[src/rtl/multicycle_adder.sv]
// Multi-cycle adder/subtractor: adds CHUNK bits per clock, LSB chunk first,
// rippling the carry between chunks through a single register.
module multicycle_adder #(
  parameter int WIDTH = 32,
  parameter int CHUNK = 8
) (
  input  logic             i_clk,
  input  logic             i_rst_n,
  input  logic             i_start,
  input  logic [WIDTH-1:0] i_a,
  input  logic [WIDTH-1:0] i_b,
  input  logic             i_carry_in,
  input  logic             i_sub,
  output logic             o_busy,
  output logic             o_done,
  output logic [WIDTH-1:0] o_sum,
  output logic             o_carry_out,
  output logic             o_overflow
);

  localparam int N     = WIDTH / CHUNK;
  localparam int CNT_W = (N > 1) ? $clog2(N) : 1;
  localparam logic [CNT_W-1:0] LAST = CNT_W'(N - 1);

  typedef enum logic [1:0] {S_IDLE, S_RUN, S_DONE} state_t;

  state_t           r_state;
  state_t           w_next;
  logic [WIDTH-1:0] r_a;
  logic [WIDTH-1:0] r_b;
  logic [WIDTH-1:0] r_acc;
  logic             r_carry;
  logic [CNT_W-1:0] r_idx;

  logic             w_accept;
  logic             w_last;
  logic [CHUNK:0]   w_sum;
  logic [WIDTH-1:0] w_chunk_ext;
  logic [WIDTH-1:0] w_acc_next;
  logic             w_ovf;

  assign w_accept = i_start && (r_state != S_RUN);
  assign w_last   = (r_idx == LAST);

  // Operands shift right each cycle, so the active chunk is always the low CHUNK bits.
  assign w_sum       = {1'b0, r_a[CHUNK-1:0]} + {1'b0, r_b[CHUNK-1:0]} + {{CHUNK{1'b0}}, r_carry};
  assign w_chunk_ext = WIDTH'(w_sum[CHUNK-1:0]);
  assign w_acc_next  = (r_acc >> CHUNK) | (w_chunk_ext << (WIDTH - CHUNK));
  // a^b^s at the MSB recovers the carry into the MSB.
  assign w_ovf       = r_a[CHUNK-1] ^ r_b[CHUNK-1] ^ w_sum[CHUNK-1] ^ w_sum[CHUNK];

  always_ff @(posedge i_clk or negedge i_rst_n) begin
    if (!i_rst_n) r_state <= S_IDLE;
    else          r_state <= w_next;
  end

  always_comb begin
    w_next = r_state;
    case (r_state)
      S_IDLE:  if (i_start) w_next = S_RUN;
      S_RUN:   if (w_last)  w_next = S_DONE;
      S_DONE:  w_next = i_start ? S_RUN : S_IDLE;
      default: w_next = S_IDLE;
    endcase
  end

  always_comb begin
    o_busy = (r_state == S_RUN);
    o_done = (r_state == S_DONE);
  end

  always_ff @(posedge i_clk or negedge i_rst_n) begin
    if (!i_rst_n) begin
      r_a         <= '0;
      r_b         <= '0;
      r_acc       <= '0;
      r_carry     <= 1'b0;
      r_idx       <= '0;
      o_sum       <= '0;
      o_carry_out <= 1'b0;
      o_overflow  <= 1'b0;
    end else if (w_accept) begin
      // Subtraction folds into addition: invert B and the borrow-in.
      r_a     <= i_a;
      r_b     <= i_sub ? ~i_b : i_b;
      r_carry <= i_carry_in ^ i_sub;
      r_acc   <= '0;
      r_idx   <= '0;
    end else if (r_state == S_RUN) begin
      r_a     <= r_a >> CHUNK;
      r_b     <= r_b >> CHUNK;
      r_acc   <= w_acc_next;
      r_carry <= w_sum[CHUNK];
      r_idx   <= r_idx + 1'b1;
      if (w_last) begin
        o_sum       <= w_acc_next;
        o_carry_out <= w_sum[CHUNK];
        o_overflow  <= w_ovf;
      end
    end
  end

endmodule

[config.mk]
export PLATFORM = sky130hd
export DESIGN_NAME = multicycle_adder
export DESIGN_NICKNAME = d
export VERILOG_FILES = /design/src/rtl/multicycle_adder.sv
export SDC_FILE = /design/constraint.sdc
export NUM_CORES = 1
export LEC_CHECK = 0
export BUFFER_PORTS_ARGS = -buffer_cell sky130_fd_sc_hd__buf_2
export CAP_MARGIN = 30
export CORE_MARGIN = 2
export CORE_UTILIZATION = 51
export CTS_BUF_LIST = sky130_fd_sc_hd__clkbuf_4
export DETAILED_ROUTE_END_ITERATION = 8
export GPL_TIMING_DRIVEN = 0
export PLACE_DENSITY = 0.71
export SETUP_SLACK_MARGIN = 0.2
export SLEW_MARGIN = 20
export SYNTH_ARGS = -nofsm -noshare
export SYNTH_HDL_FRONTEND = slang
export SYNTH_SLANG_ARGS = --single-unit
[constraint.sdc]
create_clock -name i_clk -period 2.4 [get_ports i_clk]
set_input_delay 0.48 -clock i_clk [delete_from_list [all_inputs] [get_ports i_clk]]
set_output_delay 0.48 -clock i_clk [all_outputs]
set_load 0.03 [all_outputs]
==> impl_summary.md <==
Worst setup path
Broken down by cell family, the worst path's largest delay share belongs to compound AO/OA/AOI/OAI gates. The launch point of the worst path is r_carry. The data arrival time of the critical path is 2.60 ns. The worst-path maximum fanout is 3. The largest single stage delay on the critical path is approximately 0.42 ns. The count of cell instances traversed by the critical path is 8.

STA classifies the critical path endpoint as a flop. For the worst flop-to-flop path, the logic depth is 8. The worst register-to-register path has a setup slack of approximately 0.23 ns. STA puts the critical path data required time at between 2 and 3 ns. The critical path goes through fa_2 -> inv_2 -> fa_2 -> nor2b_4 -> o31a_1 -> o21a_1 -> o21a_1 -> o31ai_1.

The endpoint identified for the worst register-to-register timing path is r_acc[30]. The slowest stage of the critical path belongs to the cell sky130_fd_sc_hd__dfrtp_1. The origin of the critical flop-to-flop path is r_carry. The worst setup path is of the flop to flop kind. The number of buffer and inverter stages on the critical path is 1. STA classifies the critical path startpoint as a flop.

Floorplan
The y dimension of the die is 111 um. The floorplan step set the die width to about 110 um. The die covers around 0.012 mm^2. The site row count is 38. The initial utilization of the core area, before any placement, comes to 0.529.

The core region is 0.0110 mm^2. 105 I/O pins were placed.

Global routing
The initial antenna violation count was 0. The first global-routing pass estimated ~23000 um of wire. The via count of the first global-routing pass is 4625. Entering global routing, the biggest net connects 78 pins.

The overall global routing resource usage is 0.233. After global routing the overflow that remains totals 0.

Routing
The total number of vias is roughly 4.5k. The detailed-route wire length is roughly 14000 um. For this run, design rule violations remaining after detail routing come to 0.

Dividing the detail-routed via count by the number of cells gives 5.33. The first routing iteration left ~270 violations. The detail route stage leaves a number of antenna-violating nets equal to 0. The wire length per cell after detailed routing is 16.0 um.

The first detailed-routing pass took 5 iterations.

Timing
Setup slack closes at 0.225 ns. The maximum clock frequency is 460 MHz. The clock arrives with 0.0235 ns of skew.

The smallest clock period supported by the final layout is computed as roughly 2.2 ns. The number of hold violations in the final report is 0. Of the available clock period, the critical path in the final layout requires 0.906.

The worst max-slew margin expressed relative to the limit is 0.529. Setup violations remaining at the end of the flow were counted as 0. Hold is met by 0.205 ns. At the pin with the least slew margin, the transition time is 0.707 ns. The number of pins with negative max-slew slack in the final report came to 0. Setup repair after global routing could not meet its margin everywhere.

Synthesis
The number of flops mapped to enable cells by yosys is 0. After synthesis, the netlist uses 32 different library cells. The number of cells produced by synthesis is 567. In this run the mean area of a mapped cell was 10.2 um^2. The register bit total from synthesis is between 100 and 150. The cell area that synthesis handed to floorplanning was 0.00581 mm^2.

The most frequently used flop master after synthesis is sky130_fd_sc_hd__dfrtp_1. Synthesis produced a netlist with a net count of 646. The share of the synthesized area in the top cell type is 0.547.

By count the netlist is led by 127 x sky130_fd_sc_hd__dfrtp_1, 98 x sky130_fd_sc_hd__nand2_1, 83 x sky130_fd_sc_hd__o21ai_0, 43 x sky130_fd_sc_hd__nor2_1, 34 x sky130_fd_sc_hd__xnor2_1. In the post-synthesis netlist, the cell with the most instances is sky130_fd_sc_hd__dfrtp_1. The cell type with the largest total area after synthesis is sky130_fd_sc_hd__dfrtp_1. The share of the yosys chip area belonging to registers is 0.547. Sorting the synthesized cells by area gives the leading types as sky130_fd_sc_hd__dfrtp_1 55%, sky130_fd_sc_hd__o21ai_0 7.2%, sky130_fd_sc_hd__nand2_1 6.3%, sky130_fd_sc_hd__mux2i_1 5.5%, sky130_fd_sc_hd__xnor2_1 5.1%. The fraction of registers with async set/reset is 1.00. The number of synthesis warnings is 0.

Hold path
The worst min-delay path endpoint is r_a[27]. The startpoint of the most critical hold path is i_a[27]. The worst hold path was traced through 3 stages. The path class of the tightest hold or removal check is input port to flop.

Finish
The area added between synthesis and finish is 20.1%. The share of final-layout standard cells stronger than drive strength 1 is 0.273. At the end of the flow, the number of nets in the layout was about 800. The number of antenna diodes is 0.

Placed design
At the placement stage, the worst setup path has a slack of 0.0753 ns. The global placement routability congestion is 0.850. The placed wire-length estimate after detailed placement is 9710 um. In this run the tool buffered the top-level ports with 102 buffer cells.

Power and ir drop
For this design the static power due to leakage is 3.37 nW. For this design the ratio of total power to cell area is 1310 mW/mm^2. IR analysis of the VDD net gives a maximum drop of 0.000661 V.

Clock network
Counting every sink on the clock net gives 127. The clock latency at the later pin of the worst-skew pair is between 0.5 and 0.6 ns. The register clock-pin slew on the reported worst setup and hold paths is between 0.1 and 0.15 ns. The CTS tree is done. Clock tree synthesis selected as its root buffer the cell sky130_fd_sc_hd__clkbuf_4. In this run the deepest clock path goes through 2 buffers. The number of buffers inserted during clock tree synthesis is 17. The H-tree generated during clock tree synthesis spans 4 levels.

Flow run
The tool flagged a number of max-cap violations equal to 0.

Outcome
The run finished with clean final reports.
[placed cells by master (no fill, tap or decap), types with 2 or more instances in the layout]
master                      instances
sky130_fd_sc_hd__dfrtp_1          127
sky130_fd_sc_hd__o21a_1             3
sky130_fd_sc_hd__buf_1              3
sky130_fd_sc_hd__buf_2            116
sky130_fd_sc_hd__fa_2               2
sky130_fd_sc_hd__clkbuf_4          17
sky130_fd_sc_hd__o211ai_1           2
sky130_fd_sc_hd__mux2i_1           32
sky130_fd_sc_hd__nand2_1           98
sky130_fd_sc_hd__buf_6              2
sky130_fd_sc_hd__o31ai_1            2
sky130_fd_sc_hd__xnor2_1           34
sky130_fd_sc_hd__inv_1              4
sky130_fd_sc_hd__clkinv_1           2
sky130_fd_sc_hd__ha_1               8
sky130_fd_sc_hd__mux2_2            26
sky130_fd_sc_hd__a211oi_1           9
sky130_fd_sc_hd__buf_4              9
sky130_fd_sc_hd__nor2_1            43
sky130_fd_sc_hd__xor2_1             4
sky130_fd_sc_hd__buf_8              2
sky130_fd_sc_hd__clkinv_4           4
sky130_fd_sc_hd__nand3_1            7
sky130_fd_sc_hd__clkinv_2           3
sky130_fd_sc_hd__a21o_1             3
sky130_fd_sc_hd__bufinv_16          4
sky130_fd_sc_hd__clkbuf_1          18
sky130_fd_sc_hd__a21oi_1           28
sky130_fd_sc_hd__o21ai_0           83
[tightest hold or removal path, stage by stage]
cell and delay [ns]:
sky130_fd_sc_hd__buf_2 0.08, sky130_fd_sc_hd__mux2i_1 0.06, sky130_fd_sc_hd__nor2_1 0.07
[flip-flops by register name, indices dropped and copies added, names as in the netlist]
signal and flops:
o_overflow 1, r_b 32, o_sum 32, r_acc 24, r_a 32, r_idx 2, r_state 2, o_carry_out 1
r_carry 1
[per-layer routing]
metal / track usage / up-vias / wire length, um
met3: 0.0503 / 20 / 690
li1: - / 2184 / -
met5: 0 / - / 0
met4: 0.0767 / 0 / 256
met2: 0.367 / 128 / 6410
met1: 0.325 / 2201 / 6260
[kinds of logic (layout without fill, tap and decap cells)]
family	count (synthesis)	after routing	share of synthesized area
compound gates	135	135	0.128
flops	127	127	0.547
fa+ha+maj	10	10	0.0241
mux	58	58	0.106
buf+inv	46	190	0.0338
xor+xnor	38	38	0.0573
simple gates	153	153	0.104
[repair_timing]
action	in CTS	in global routing
hold buffers	1	0
resized for setup	11	5
pin swaps	6	3
endpoints found under the setup margin	6	5
endpoints found under the hold margin	16	0
buffers inserted	5	3
[stage by stage]
| stage | utilization | cell area, um^2 | total power [W] | std cells | TNS, ns |
|---|---|---|---|---|---|
| after global routing | 0.635 | 6980 | 0.00975 | 851 | 0 |
| after detailed placement | 0.594 | 6530 | 0.00721 | 810 | 0 |
| after floorplan | - | 5810 | 0.00603 | 567 | 0 |
| after CTS | 0.631 | 6930 | 0.00901 | 848 | 0 |
| final | 0.635 | 6980 | 0.00911 | 851 | 0 |
| after global placement | 0.591 | 6490 | 0.00706 | 809 | -87.56 |
[area by class of cell]
type | count | area, um^2
Fill cell | 930 | 4010
Sequential cell | 127 | 3180
Multi-Input combinational cell | 394 | 2460
Timing Repair Buffer | 112 | 621
Buffer | 40 | 196
Clock inverter | 15 | 194
Tap cell | 140 | 175
Clock buffer | 17 | 128
Inverter | 6 | 25.0
[where the power goes]
| group | internal (W) | total, W | switching, W |
|---|---|---|---|
| clock network | 0.000823 | 0.00166 | 0.000840 |
| registers | 0.00304 | 0.00360 | 0.000566 |
| logic | 0.00147 | 0.00384 | 0.00238 |
[worst max path at each step]
stage          slack (ns)    endpoint
4_1_cts              0.18   r_acc[30]
3_3_place_gp        -0.70     r_b[27]
3_5_place_dp         0.08  o_overflow
2_1_floorplan        0.29   o_sum[30]
5_1_grt              0.15   r_acc[30]
6_report             0.23   r_acc[30]
No activity file was read; power rests on OpenSTA's default activity.
